## src/rtl/counter_ctrl.sv

```systemverilog
`default_nettype none
// +--------------------------------------------------------------------------+
// | counter_ctrl : start/pause/abort run counter, one-shot or auto-reload.   |
// | Optional prescaler enabled by macro PRESCALE_EN.      Revision: 1.0      |
// +--------------------------------------------------------------------------+
module counter_ctrl #(
  parameter int WIDTH = 4,
  parameter int PRESC = 4
) (
  input  logic             clk,
  input  logic             rst,
  input  logic             start,
  input  logic             pause,
  input  logic             abort,
  input  logic [WIDTH-1:0] limit,
  input  logic             auto_reload,
  output logic [WIDTH-1:0] out,
  output logic             busy,
  output logic             done,
  output logic [7:0]       wraps
);

  typedef enum logic [1:0] {
    S_IDLE = 2'd0,
    S_RUN  = 2'd1,
    S_HOLD = 2'd2,
    S_DONE = 2'd3
  } state_t;

  state_t           state_q, state_d;
  logic [WIDTH-1:0] out_q, out_d;
  logic [WIDTH-1:0] lim_q, lim_d;
  logic             mode_q, mode_d;
  logic [7:0]       wraps_q, wraps_d;
  logic             done_q, done_d;
  logic             tick;

  if (PRESC < 2 || PRESC > 16) begin : g_presc_check
    $error("counter_ctrl: PRESC must be in 2..16");
  end

`ifdef PRESCALE_EN
  logic [3:0] pre_q, pre_d;
`endif

  always_comb begin
    state_d = state_q;
    out_d   = out_q;
    lim_d   = lim_q;
    mode_d  = mode_q;
    wraps_d = wraps_q;
    done_d  = 1'b0;
`ifdef PRESCALE_EN
    pre_d   = pre_q;
    tick    = (pre_q == 4'(PRESC - 1));
`else
    tick    = 1'b1;
`endif

    if (abort) begin
      state_d = S_IDLE;
      out_d   = '0;
`ifdef PRESCALE_EN
      pre_d   = '0;
`endif
    end else begin
      case (state_q)
        S_IDLE, S_DONE: begin
          if (start) begin
            state_d = S_RUN;
            out_d   = '0;
            lim_d   = limit;
            mode_d  = auto_reload;
            wraps_d = '0;
`ifdef PRESCALE_EN
            pre_d   = '0;
`endif
          end
        end
        S_RUN: begin
          if (pause) begin
            state_d = S_HOLD;
          end else begin
`ifdef PRESCALE_EN
            pre_d = tick ? 4'd0 : pre_q + 4'd1;
`endif
            if (tick) begin
              if (out_q == lim_q) begin
                done_d = 1'b1;
                if (mode_q) begin
                  out_d   = '0;
                  wraps_d = (wraps_q == 8'hFF) ? wraps_q : wraps_q + 8'd1;
                end else begin
                  state_d = S_DONE;
                end
              end else begin
                out_d = out_q + WIDTH'(1);
              end
            end
          end
        end
        S_HOLD: begin
          // Leaving HOLD costs one edge with no count, keeping the pause exact.
          if (!pause) state_d = S_RUN;
        end
        default: state_d = S_IDLE;
      endcase
    end
  end

  always_ff @(posedge clk) begin
    if (rst) begin
      state_q <= S_IDLE;
      out_q   <= '0;
      lim_q   <= '0;
      mode_q  <= 1'b0;
      wraps_q <= '0;
      done_q  <= 1'b0;
    end else begin
      state_q <= state_d;
      out_q   <= out_d;
      lim_q   <= lim_d;
      mode_q  <= mode_d;
      wraps_q <= wraps_d;
      done_q  <= done_d;
    end
  end

`ifdef PRESCALE_EN
  always_ff @(posedge clk) begin
    if (rst) pre_q <= '0;
    else     pre_q <= pre_d;
  end
`endif

  assign out   = out_q;
  assign busy  = (state_q == S_RUN) || (state_q == S_HOLD);
  assign done  = done_q;
  assign wraps = wraps_q;

endmodule
`default_nettype wire

```

## config.mk

```make
export PLATFORM = sky130hd
export DESIGN_NAME = counter_ctrl
export DESIGN_NICKNAME = d
export VERILOG_FILES = /design/src/rtl/counter_ctrl.sv
export SDC_FILE = /design/constraint.sdc
export NUM_CORES = 1
export LEC_CHECK = 0
export CELL_PAD_IN_SITES_DETAIL_PLACEMENT = 1
export CELL_PAD_IN_SITES_GLOBAL_PLACEMENT = 1
export CORE_UTILIZATION = 40
export DETAILED_ROUTE_END_ITERATION = 10
export DONT_BUFFER_PORTS = 1
export GPL_ROUTABILITY_DRIVEN = 1
export GPL_TIMING_DRIVEN = 0
export PLACE_DENSITY_LB_ADDON = 0.1
export SYNTH_ARGS = -nofsm -noshare
export SYNTH_HDL_FRONTEND = slang
export SYNTH_SLANG_ARGS = --single-unit
```

## constraint.sdc

```tcl
create_clock -name clk -period 5.3 [get_ports clk]
set_input_delay 1.06 -clock clk [delete_from_list [all_inputs] [get_ports clk]]
set_output_delay 1.06 -clock clk [all_outputs]
set_load 0.01 [all_outputs]
```

==> flow_summary.yaml <==
place:
  hpwl_um: 2030
  numPortBuffers: 0
  dpl_cell_area_um2: 1140
  gp_congestion: 0.735
finish:
  fin_util: 0.461
  layout_common_cells: "20 x dfxtp_1, 12 x nand2_1, 11 x nor2_1, 8 x o21ai_0, 7 x nand3_1"
  antenna_cells: 0
  drive_gt1_frac: 0.0758
  stdcell_area_um2: 1170
  fillerInstances: 320
  area_delta_synth_final_pct: 6.71
  mostFrequentLayoutCell: "dfxtp_1"
  nNetsFinal: 147
sta:
  rsz0062_at_grt: "no"
  fmax_ghz: 0.444
  post-route-period-util: 0.425
  drv_slew: 0
  tightest_slew_ps: 592
  finalHoldViolCount: 0
  setup_viol: 0
  period_needed_ps: 2250
  maxSlewHeadroom: 0.602
  fin_worst_skew_ps: 11.5
  fin_tns_setup_ps: 0
clock_tree:
  post_cts_resized: 0
  cts_buffer_depth: 2
  cts_made_buffers: 3
  cts_setup_buffers: 0
  cts_sinks: 20
  clk-insertion-delay-late_ps: 310
  tritoncts: "yes"
  root_buffer: "clkbuf_4"
  cts-hold-fix-buffers: 0
  cts.htree.levels: 1
  clk_pin_slew_ps: 110
synth:
  synth_edf_count: 0
  synthArstFlopShare: 0
  synth-simple-area-share: 0.257
  synthXorXnorAreaFrac: 0.0319
  synth_area_leaders: "dfxtp_1 36%, mux2i_1 5.5%, ha_1 4.6%, nand2_1 4.1%, nor2_1 3.8%"
  synth_area_leader_cell: "dfxtp_1"
  synthesis.area_um2: 1100
  synth_top_area_frac: 0.364
  synth-seq-cells: 20
  synthMuxAreaShare: 0.0648
  synth_top_family_by_area: "simple AND/OR/NAND/NOR gates"
  syn-num-nets: 142
  avgSynthCellArea_um2: 8.59
  synth_ff_type: "dfxtp_1"
  synth_compound_area_frac: 0.210
  synth_adder_area_share: 0.0455
  yosysSeqAreaShare: 0.364
  yosysUniqueCellTypes: 40
  yosysWarnings: 0
  netlist_instances: 128
critical_path:
  slowest_delay_ps: 370
  worstSetupEndpointType: "output port"
  arrival_ps: 1190
  worstReg2RegEnd: "wraps[5]"
  cp_cell_sequence: "inv_1 -> ha_1 -> inv_1"
  crit_slowest_cell: "dfxtp_1"
  crit_type: "reg2out"
  start_kind: "flop"
  timing.rr.start: "state_q[0]"
  ff2ff_path_depth: 7
  crit_required_ps: 4240
  r2r_setup_slack_ps: 3250
  critical-path-top-delay-family: "flip-flops"
  critPathBufInv: 2
  cp_max_fo: 3
  path_common_cell: "inv_1"
global_routing:
  grt_pass1_wl_um: 4010
  grt_usage: 0.190
  antenna_found_initial: 0
  grt_max_degree: 12
  grt_pass1_vias: 860
  overflow: 0
status:
  status: "finished clean"
floorplanning:
  dieWidth_um: 54.4
  placeableCoreArea_um2: 2540
  die_y_um: 54.4
  rows: 18
  ios: 24
  start_util: 0.432
  die-area_um2: 2960
detailed_routing:
  num_vias: 977
  drc: 0
  dr.first_iter.drc_count: 10
  drt_pass1_iterations: 4
  wl_um: 2620
  via_per_inst: 6.03
  wl_per_cell_um: 16.2
  ant_nets: 0
hold_path:
  min_to: "lim_q[0]"
  hold_depth: 2
  hp-class: "reg2reg"
  hp-start: "lim_q[0]"
run:
  cap_violations: 0
power_and_ir_drop:
  ir_drop_mv: 0.183
  powerDensity_nw_per_um2: 247
  power_mw: 0.290
  power.leakage_nw: 0.475
-- cells in the mapped netlist, types with 2 or more instances --
cell and number:
dfxtp_1 20, nand2_1 12, nor2_1 11, o21ai_0 8
nand3_1 7, a21oi_1 6, mux2i_1 6, ha_1 4
inv_1 4, nor3_1 4, xor2_1 4, nand2b_1 3
o31a_1 3, o41ai_1 3, a2bb2oi_1 2, a31oi_1 2
and3_1 2, nor2b_1 2, o21ai_1 2, o31ai_1 2
or4_1 2
-- worst reg2reg max path, delay by kind of cell, from the launching register on --
family        cells  cell delay, ps
buf+inv           1              60
flops             1             370
simple gates      4            1100
mux               1             160
fa+ha+maj         1             330
-- through the flow --
stage | hold WS (ps) | instances | worst slack, ps
after floorplan | 484 | 128 | 3220
after CTS | 540 | 162 | 3030
final | 530 | 162 | 3050
after global placement | 507 | 158 | 3030
after detailed placement | 511 | 158 | 3000
after global routing | 588 | 162 | 2990
-- logic make-up after synthesis --
| family | count (synthesis) |
|---|---|
| adders and majority gates | 4 |
| buffers and inverters | 7 |
| DFF | 20 |
| AOI/OAI and AO/OA | 34 |
| muxes | 7 |
| and+or+nand+nor | 52 |
| xor gates and xnor gates | 4 |
-- final cells by class --
type                       count  area, µm²  share of cell area
tap                           30       37.5              0.0320
clock buffer                   4       36.3              0.0309
inverter                       4       15.0              0.0128
buffer                         3       13.8              0.0117
multi-input combinational    101        671               0.571
sequential                    20        400               0.341
-- flip-flops by register name (all words and copies together) (netlist names) --
name	cells
done	1
lim_q	4
mode_q	1
out	4
state_q	2
wraps	8
-- report_power, final --
part           leakage [nW]  total [mW]  internal [mW]  switching (mW)
clock network        0.0210      0.0907         0.0419          0.0488
logic                 0.292      0.0414         0.0154          0.0260
registers             0.162       0.158          0.154         0.00414
-- worst max path at each step --
stage	endpoint	cells after the start	slack, ps	from
final	busy	3	3050	state_q[0]
after global routing	busy	3	2990	state_q[0]
after CTS	busy	3	3030	state_q[0]
after detailed placement	wraps[5]	5	3000	start
after global placement	wraps[5]	5	3030	start
after floorplan	wraps[5]	5	3220	rst
-- routing by layer --
layer | wire length (µm) | global-route usage
met1 | 1340 | 0.264
met2 | 1160 | 0.293
met3 | 104 | 0.0500
met4 | 19 | 0.0385
met5 | 0 | 0
Note: power is estimated with default switching activity, not from simulation.
